**src/rtl/uart_pkg.sv**
```systemverilog
// Shared definitions for the buffered UART receiver.
package uart_pkg;

    // Data bits per 8N1 frame.
    localparam int unsigned FrameBits = 8;

    // Receiver FSM states.
    typedef enum logic [1:0] {
        StIdle,
        StStart,
        StData,
        StStop
    } rx_state_e;

    // Width of a down-counter that must hold values up to max_val.
    function automatic int unsigned cnt_width(input int unsigned max_val);
        return (max_val > 1) ? $clog2(max_val + 1) : 1;
    endfunction

endpackage

```
**src/rtl/sync_fifo.sv**
```systemverilog
// Single-clock FIFO with occupancy counter; empty reads return zero.
module sync_fifo #(
    parameter int unsigned Width     = 8,
    parameter int unsigned DepthBits = 2
) (
    input  logic             clk_i,
    input  logic             rst_ni,
    input  logic             push_i,
    input  logic [Width-1:0] push_data_i,
    input  logic             pop_i,
    output logic [Width-1:0] pop_data_o,
    output logic             full_o,
    output logic             empty_o
);

    localparam int unsigned Depth = 1 << DepthBits;
    localparam logic [DepthBits:0]   CntOne  = (DepthBits + 1)'(1);
    localparam logic [DepthBits:0]   CntFull = (DepthBits + 1)'(Depth);
    localparam logic [DepthBits-1:0] PtrOne  = DepthBits'(1);

    logic [DepthBits-1:0] wr_ptr_q, wr_ptr_d;
    logic [DepthBits-1:0] rd_ptr_q, rd_ptr_d;
    logic [DepthBits:0]   count_q, count_d;
    logic [Width-1:0]     mem_q [Depth];
    logic [Width-1:0]     mem_d [Depth];
    logic                 do_push, do_pop;

    // Next-state for pointers, occupancy and storage.
    always_comb begin
        empty_o = (count_q == '0);
        full_o  = (count_q == CntFull);
        do_pop  = pop_i && !empty_o;
        // A push into a full FIFO only succeeds when a pop frees a slot this cycle.
        do_push = push_i && (!full_o || do_pop);

        mem_d    = mem_q;
        wr_ptr_d = wr_ptr_q;
        rd_ptr_d = rd_ptr_q;
        count_d  = count_q;

        if (do_push) begin
            mem_d[wr_ptr_q] = push_data_i;
            wr_ptr_d        = wr_ptr_q + PtrOne;
        end
        if (do_pop) begin
            rd_ptr_d = rd_ptr_q + PtrOne;
        end
        case ({do_push, do_pop})
            2'b10:   count_d = count_q + CntOne;
            2'b01:   count_d = count_q - CntOne;
            default: count_d = count_q;
        endcase

        pop_data_o = empty_o ? '0 : mem_q[rd_ptr_q];
    end

    // Storage and pointer registers, synchronous reset.
    always_ff @(posedge clk_i) begin
        if (!rst_ni) begin
            wr_ptr_q <= '0;
            rd_ptr_q <= '0;
            count_q  <= '0;
            for (int i = 0; i < Depth; i++) begin
                mem_q[i] <= '0;
            end
        end else begin
            wr_ptr_q <= wr_ptr_d;
            rd_ptr_q <= rd_ptr_d;
            count_q  <= count_d;
            mem_q    <= mem_d;
        end
    end

endmodule

```
**src/rtl/uart_rx_buffered.sv**
```systemverilog
// 8N1 UART receiver with input synchronizer, sticky error flags and a receive FIFO.
module uart_rx_buffered
    import uart_pkg::*;
#(
    parameter int unsigned CLK_FREQ            = 20_250_000,
    parameter int unsigned BAUD_RATE           = 9600,
    parameter int unsigned FIFO_DEPTH_BITWIDTH = 2
) (
    input  logic                 clk,
    input  logic                 rst_n,
    input  logic                 rx,
    output logic [FrameBits-1:0] data,
    output logic                 data_valid,
    input  logic                 data_read,
    output logic                 overrun,
    output logic                 framing_error,
    input  logic                 clear_errors
);

    localparam int unsigned BitTime = CLK_FREQ / BAUD_RATE;
    localparam int unsigned HalfBit = BitTime / 2;
    localparam int unsigned CntW    = cnt_width(BitTime);
    localparam int unsigned IdxW    = $clog2(FrameBits);

    localparam logic [CntW-1:0] CntBit  = CntW'(BitTime);
    localparam logic [CntW-1:0] CntHalf = CntW'(HalfBit);
    localparam logic [CntW-1:0] CntOne  = CntW'(1);
    localparam logic [IdxW-1:0] IdxLast = IdxW'(FrameBits - 1);
    localparam logic [IdxW-1:0] IdxOne  = IdxW'(1);

    logic                 sync1_q, sync1_d;
    logic                 sync2_q, sync2_d;
    rx_state_e            state_q, state_d;
    logic [CntW-1:0]      cnt_q, cnt_d;
    logic [IdxW-1:0]      idx_q, idx_d;
    logic [FrameBits-1:0] shift_q, shift_d;
    logic                 stop_wait_q, stop_wait_d;
    logic                 armed_q, armed_d;
    logic [1:0]           settle_q, settle_d;
    logic                 overrun_q, overrun_d;
    logic                 framing_q, framing_d;

    logic rx_s;
    logic expire;
    logic push;
    logic frame_err;
    logic fifo_full;
    logic fifo_empty;
    logic pop;

    // Two-flop synchronizer for the asynchronous serial line.
    always_comb begin
        sync1_d = rx;
        sync2_d = sync1_q;
        rx_s    = sync2_q;
    end

    // Frame decoder next-state; push and frame_err are single-cycle strobes.
    always_comb begin
        state_d     = state_q;
        cnt_d       = cnt_q;
        idx_d       = idx_q;
        shift_d     = shift_q;
        stop_wait_d = stop_wait_q;
        armed_d     = armed_q;
        push        = 1'b0;
        frame_err   = 1'b0;
        expire      = (cnt_q <= CntOne);
        // Synchronizer holds reset values for two cycles after reset release.
        settle_d    = (settle_q == 2'd2) ? settle_q : settle_q + 2'd1;

        unique case (state_q)
            StIdle: begin
                // A line already low when reset lifts must go high before a start is honoured.
                if (settle_q == 2'd2 && rx_s) begin
                    armed_d = 1'b1;
                end
                if (armed_q && !rx_s) begin
                    idx_d = '0;
                    if (HalfBit == 0) begin
                        // One-cycle bits: the edge sample itself is the start-bit sample.
                        state_d = StData;
                        cnt_d   = CntBit;
                    end else begin
                        state_d = StStart;
                        cnt_d   = CntHalf;
                    end
                end
            end
            StStart: begin
                if (expire) begin
                    if (!rx_s) begin
                        state_d = StData;
                        cnt_d   = CntBit;
                        idx_d   = '0;
                    end else begin
                        state_d = StIdle;
                    end
                end else begin
                    cnt_d = cnt_q - CntOne;
                end
            end
            StData: begin
                if (expire) begin
                    shift_d[idx_q] = rx_s;
                    cnt_d          = CntBit;
                    if (idx_q == IdxLast) begin
                        state_d = StStop;
                    end else begin
                        idx_d = idx_q + IdxOne;
                    end
                end else begin
                    cnt_d = cnt_q - CntOne;
                end
            end
            StStop: begin
                if (stop_wait_q) begin
                    if (rx_s) begin
                        stop_wait_d = 1'b0;
                        state_d     = StIdle;
                    end
                end else if (expire) begin
                    if (rx_s) begin
                        push    = 1'b1;
                        state_d = StIdle;
                    end else begin
                        frame_err   = 1'b1;
                        stop_wait_d = 1'b1;
                    end
                end else begin
                    cnt_d = cnt_q - CntOne;
                end
            end
            default: state_d = StIdle;
        endcase
    end

    // Sticky error flags; a new event wins over a concurrent clear.
    always_comb begin
        pop       = data_read && data_valid;
        overrun_d = clear_errors ? 1'b0 : overrun_q;
        framing_d = clear_errors ? 1'b0 : framing_q;
        if (push && fifo_full && !pop) begin
            overrun_d = 1'b1;
        end
        if (frame_err) begin
            framing_d = 1'b1;
        end
    end

    // All receiver state, synchronous active-low reset.
    always_ff @(posedge clk) begin
        if (!rst_n) begin
            sync1_q     <= 1'b1;
            sync2_q     <= 1'b1;
            state_q     <= StIdle;
            cnt_q       <= '0;
            idx_q       <= '0;
            shift_q     <= '0;
            stop_wait_q <= 1'b0;
            armed_q     <= 1'b0;
            settle_q    <= 2'd0;
            overrun_q   <= 1'b0;
            framing_q   <= 1'b0;
        end else begin
            sync1_q     <= sync1_d;
            sync2_q     <= sync2_d;
            state_q     <= state_d;
            cnt_q       <= cnt_d;
            idx_q       <= idx_d;
            shift_q     <= shift_d;
            stop_wait_q <= stop_wait_d;
            armed_q     <= armed_d;
            settle_q    <= settle_d;
            overrun_q   <= overrun_d;
            framing_q   <= framing_d;
        end
    end

    sync_fifo #(
        .Width     (FrameBits),
        .DepthBits (FIFO_DEPTH_BITWIDTH)
    ) u_fifo (
        .clk_i       (clk),
        .rst_ni      (rst_n),
        .push_i      (push),
        .push_data_i (shift_q),
        .pop_i       (pop),
        .pop_data_o  (data),
        .full_o      (fifo_full),
        .empty_o     (fifo_empty)
    );

    assign data_valid    = !fifo_empty;
    assign overrun       = overrun_q;
    assign framing_error = framing_q;

endmodule

```
**config.mk**
```make
export PLATFORM = sky130hd
export DESIGN_NAME = uart_rx_buffered
export DESIGN_NICKNAME = d
export VERILOG_FILES = /design/src/rtl/uart_pkg.sv /design/src/rtl/sync_fifo.sv /design/src/rtl/uart_rx_buffered.sv
export SDC_FILE = /design/constraint.sdc
export NUM_CORES = 1
export LEC_CHECK = 0
export CAP_MARGIN = 25
export CORE_ASPECT_RATIO = 0.75
export CORE_MARGIN = 2
export CORE_UTILIZATION = 31
export CTS_CLUSTER_DIAMETER = 200
export CTS_CLUSTER_SIZE = 24
export DETAILED_ROUTE_END_ITERATION = 16
export GPL_TIMING_DRIVEN = 0
export PLACE_DENSITY = 0.54
export SLEW_MARGIN = 20
export SYNTH_ARGS = -nofsm -noshare
export SYNTH_HDL_FRONTEND = slang
export SYNTH_HIERARCHICAL = 1
export SYNTH_SLANG_ARGS = --single-unit
```
**constraint.sdc**
```tcl
create_clock -name clk -period 3.83 [get_ports clk]
set_clock_uncertainty 0.15 [all_clocks]
set_input_delay 1.149 -clock clk [delete_from_list [all_inputs] [get_ports clk]]
set_output_delay 1.149 -clock clk [all_outputs]
set_load 0.01 [all_outputs]
```
---- Word-level counts from Yosys, hierarchy flattened ----
Cells that the tools add are included.
operators by class
  eq/ne operators ......................... 18
  reductions and logical operators ........ 25
  mux-type cells .......................... 45
  bitwise operators ....................... 2
  magnitude comparators ................... 6
  $add $sub $neg .......................... 7
operators with widths
  cell                                                                    count
  12-bit 2-to-1 mux                                                       6
  12-bit case mux with 4 select lines                                     1
  32-bit bitwise mux                                                      1
  8-bit 2-to-1 mux                                                        4
  8-bit binary-select mux with 2-bit select                               1
  8-bit demux with 2-bit select                                           1
  2-bit 2-to-1 mux                                                        8
  2-bit != test, second input constant                                    8
  3-bit 2-to-1 mux                                                        5
  1-bit 2-to-1 mux                                                        13
  12-bit by 1-bit <= comparator with 1-bit output, second input constant  1
  12-bit by 1-bit subtractor with 12-bit output, second input constant    1
  1-bit logical AND                                                       9
  3-bit case mux with 3 select lines                                      1
  8-bit bitwise mux                                                       1
  2-bit == test, second input constant                                    4
  2-bit case mux with 4 select lines                                      1
  2-bit by 1-bit adder with 2-bit output, second input constant           3
  3-bit by 1-bit adder with 3-bit output, second input constant           2
  3-bit == test, second input constant                                    2
  3-bit greater-or-equal comparator, second input constant                2
  3-bit != test, second input constant                                    2
  2-bit inverter with 3-bit output                                        2
  3-bit case mux with 2 select lines                                      1
  other kinds (16)                                                        23
storage, ports and cells
  output and inout port bits .............. 11
  flip-flop bits (word level) ............. 72
  word-level logic and storage cells ...... 121

---- Logic depth before layout (Yosys ltp) ----
  depth after elaboration ................. 8
  gate-level depth with buffers ........... 14
  depth with buffers taken out ............ 13

---- Hierarchy ----
Netlist, hierarchy kept.
by module, submodules not included
  module            cells an instance  times used  sequential area each (µm²)  area an instance (µm²)
  uart_rx_buffered  235                1           660.6                       1908.1
  sync_fifo         182                1           780.7                       1843.0

---- Worst setup path after synthesis ----
Ideal clock, no wire load.
  path type ............................... input port to flip-flop
  start point ............................. input port data_read
  end point ............................... register u_fifo.count_q[2]
  path slack .............................. 542 ps
  arrival time ............................ 3062 ps
  setup time .............................. 76 ps
  stages on the path ...................... 10
  buffers on the path ..................... 0
  cells stage by stage .................... nor2b_1 nor4b_4 nor2b_1 inv_1 ha_1 inv_1 fa_1 xor2_1 or3_1 a21boi_0
on the way
  word-level cells in the longest chain between the ends .. 6
  elaborated cells between the ends (all ways) .. 8
RTL lines
  item                                                                              line                     text
  start, declared                                                                   uart_rx_buffered.sv:14   input logic data_read,
  1-bit logical AND (*)                                                             uart_rx_buffered.sv:140  pop = data_read && data_valid;
  1-bit logical AND (*)                                                             sync_fifo.sv:32          do_pop = pop_i && !empty_o;
  1-bit logical OR                                                                  sync_fifo.sv:34          do_push = push_i && (!full_o || do_pop);
  1-bit logical AND                                                                 sync_fifo.sv:34
  2-bit by 1-bit == test with 1-bit output / 2-bit == test (equally long branches)  sync_fifo.sv:48          case ({do_push, do_pop})
  3-bit case mux with 2 select lines / 2-bit nonzero test (equally long branches)   n/a
  end signal, assigned                                                              sync_fifo.sv:69          count_q <= count_d;
  end, declared                                                                     sync_fifo.sv:23          logic [DepthBits:0] count_q, count_d;
Every way passes the cells marked *; elsewhere a longest branch is shown, timed or not.
A chain may end at the register's enable or synchronous reset.

---- Worst setup path in the final report ----
  start point ............................. input port data_read
  end point ............................... register u_fifo.count_q[2]
on the way
  word-level cells in the longest chain between the ends .. 6
  elaborated cells between the ends (all ways) .. 8
RTL lines
  item                                                                              line                     text
  1-bit logical AND (*)                                                             uart_rx_buffered.sv:140
  named net pop                                                                     uart_rx_buffered.sv:49   logic pop;
  1-bit logical AND (*)                                                             sync_fifo.sv:32
  1-bit logical OR                                                                  sync_fifo.sv:34
  1-bit logical AND                                                                 sync_fifo.sv:34
  2-bit by 1-bit == test with 1-bit output / 2-bit == test (equally long branches)  sync_fifo.sv:48
  3-bit case mux with 2 select lines / 2-bit nonzero test (equally long branches)   n/a
Mark *: on every way through the listed nets, which the timed path passes. The rest lies on a longest branch.

==> reports/metrics.csv <==
metric;value;unit
input/output buffers;15;
clock transition at the registers of the reported paths;0.06;ns
FP Rows;34;
Slowest-stage cell, CP;nor4b_4;
Hold Path Origin;sync1_q;
gpl congestion;0.846;
Global Route Usage Sum;15.3;%
I/O pin cnt;16;
Syn Area/Cell;9.00;µm²
first-pass GRT wire length;15.4;mm
Post-CTS Setup Bufs;0;
worst slew pin tran;0.959;ns
Inserted Clock Buffers;9;
Synth top area share;38.4;%
Critical Path RT;3.94;ns
unrepaired setup endpoints after global routing;no;
min cycle time layout;3.51;ns
hold depth;1;
register bit total from synthesis;72;
cell taking the most area after synthesis;dfxtp_1;
Vias per Instance;5.00;
top cells by area, synth;dfxtp_1 38%, mux2i_1 12%, nand2_1 7.0%;
Buf/Inv on CP;3;
gr ovfl total;0;
placed cells;594;
Ys Warns;6;
wirelength, routed;9.29;mm
Critical Path Sink Type;register;
Cell Area, Placed;4100;µm²
Area growth syn-to-layout;18.5;%
Post-Layout Cell Count;609;
Metal-1 WL;4.70;mm
met3 routed WL;452;µm
Yosys cell types;46;
Reg2Reg Setup Slack;0.32;ns
clock tree root buffer cell;clkbuf_16;
DIE HEIGHT;99.3;µm
first drt pass iteration count;5;
Fin. Hold Viols;0;
via count;3045;
routed length on met2;4.01;mm
r2r endpoint;u_fifo/count_q[2];
sequential area share after synthesis;38.4;%
Inserted Diodes;0;
Clock Latency Late Sink;0.33;ns
final setup vio count;0;
final slew viol count;0;
status;completed;
Initial DRC Count;223;
# DRC;0;
Worst VDD drop;0.000224;V
CTS-repair resized insts;0;
crit path max fanout;5;
ANT nets after route;0;
R2R depth;12;
Post-synth ARST share;0;%
average wire per standard cell;15.3;µm
Critical Path AT;3.62;ns
core area;11700;µm²
Max Freq;0.285;GHz
Hold EP;rx_s;
die area;13000;µm²
worst slack, placed;-0.0515;ns
Final Cycle Share;91.8;%
post-synth net total;438;
post-synthesis cell area;3750;µm²
initial antenna violation count;0;
Post-synth EDFFs;0;
TritonCTS clock tree;done;
cts hold-fix bufs;0;
R2R Path Start;cnt_q[4];
DIE WIDTH;131;µm
Power Total;2.45;mW
Final TNS setup;0;ns
Max clock buf depth;2;
Mapped Cells;417;
Detail Placement HPWL;6.53;mm
Largest stage delay, worst path;0.41;ns
Util after Layout;38.0;%
critical path startpoint;data_read;
fin nets;464;
type of the worst min-delay path;register to register;
power density cells;552;nW/µm²
Top delay family on crit path;simple AND/OR/NAND/NOR gates;
fin area;4440;µm²
Slew HR;35.5;%
H-tree depth;3;
vias in the first global route;2935;
number of max-cap violations;0;
top sig layer;met4;
leakage power;1.59;nW
layout cell share with drive strength beyond 1;8.50;%
critical path type;primary input to register;
ordered cell list for the critical path;clkdlybuf4s50_1, nor2b_1, nor4b_4, nor2b_1, inv_1, ha_1, inv_1, fa_1, xor2_1, or3_1, a21boi_0;
most common library cells after synthesis;72 x dfxtp_1, 70 x nand2_1, 46 x mux2i_1, 28 x nor2_1, 19 x inv_1;
Setup crit start kind;primary input;
Clock Sinks;72;
Post-synth top flop;dfxtp_1;
final worst slack;0.316;ns
maximum number of pins on one net before global-route repair;12;
count leader, synth;dfxtp_1;
Initial Util;32.1;%
minimum hold slack;0.261;ns
## power breakdown
part	internal, mW	switching, mW
clock	0.638	0.317
combinational	0.221	0.447
sequential	0.790	0.0419
## cells by family after synthesis
logic type | share of synthesized area (%)
flops | 38.4
fa+ha+maj | 5.54
compound gates | 11.1
simple gates | 22.7
xor+xnor | 0.934
buf+inv | 4.20
mux | 17.1
## flip-flops by register name (all words and copies together), names as in the netlist, named ones only
signal	flops
armed_q	1
cnt_q	12
framing_error	1
idx_q	3
overrun	1
rx_s	1
settle_q	2
shift_q	8
state_q	1
stop_wait_q	1
sync1_q	1
u_fifo/count_q	3
u_fifo/mem_q	32
u_fifo/rd_ptr_q	2
u_fifo/wr_ptr_q	2
## placed cells by master (no fill, tap or decap), types with 5 or more instances in the layout
master           netlist  final
a21oi_1               15     15
a31oi_1                7      7
clkbuf_1              16     16
clkbuf_16              0      9
clkdlybuf4s50_1        0     15
dfxtp_1               72     72
ha_1                  15     15
inv_1                 19     19
mux2i_1               46     46
mux4_2                 8      8
nand2_1               70     70
nand2b_1               6      6
nand3_1                5      5
nand4_1                6      6
nor2_1                28     28
nor2_2                 5      5
nor2b_1               13     13
nor3_1                 9      9
nor4_1                 5      5
o21ai_0                9      9
o21ai_1               10     10
## area by class of cell
type	count	area, µm²
Clock buffer	13	280
Clock inverter	2	60.1
Sequential cell	72	1440
Tap cell	162	203
Fill cell	1164	7250
Multi-Input combinational cell	306	2150
Buffer	20	86.3
Inverter	19	71.3
Timing Repair Buffer	15	150
## layer usage
| metal | vias up | GRT usage (%) |
|---|---|---|
| met3 | 8 | 4.90 |
| met4 | 0 | 4.83 |
| met2 | 63 | 21.9 |
| li1 | 1512 | - |
| met5 | - | 0 |
| met1 | 1462 | 21.9 |
## worst max path at each step
stage,to,slack (ns),cells past startpoint
CTS,u_fifo/count_q[2],0.30,11
floorplan,u_fifo/count_q[2],0.54,10
global route,u_fifo/count_q[2],0.1,11
finish,u_fifo/count_q[2],0.32,11
global placement,u_fifo/count_q[2],-0.008,11
detailed placement,u_fifo/count_q[2],-0.05,11
No activity file was read; power rests on OpenSTA's default activity.
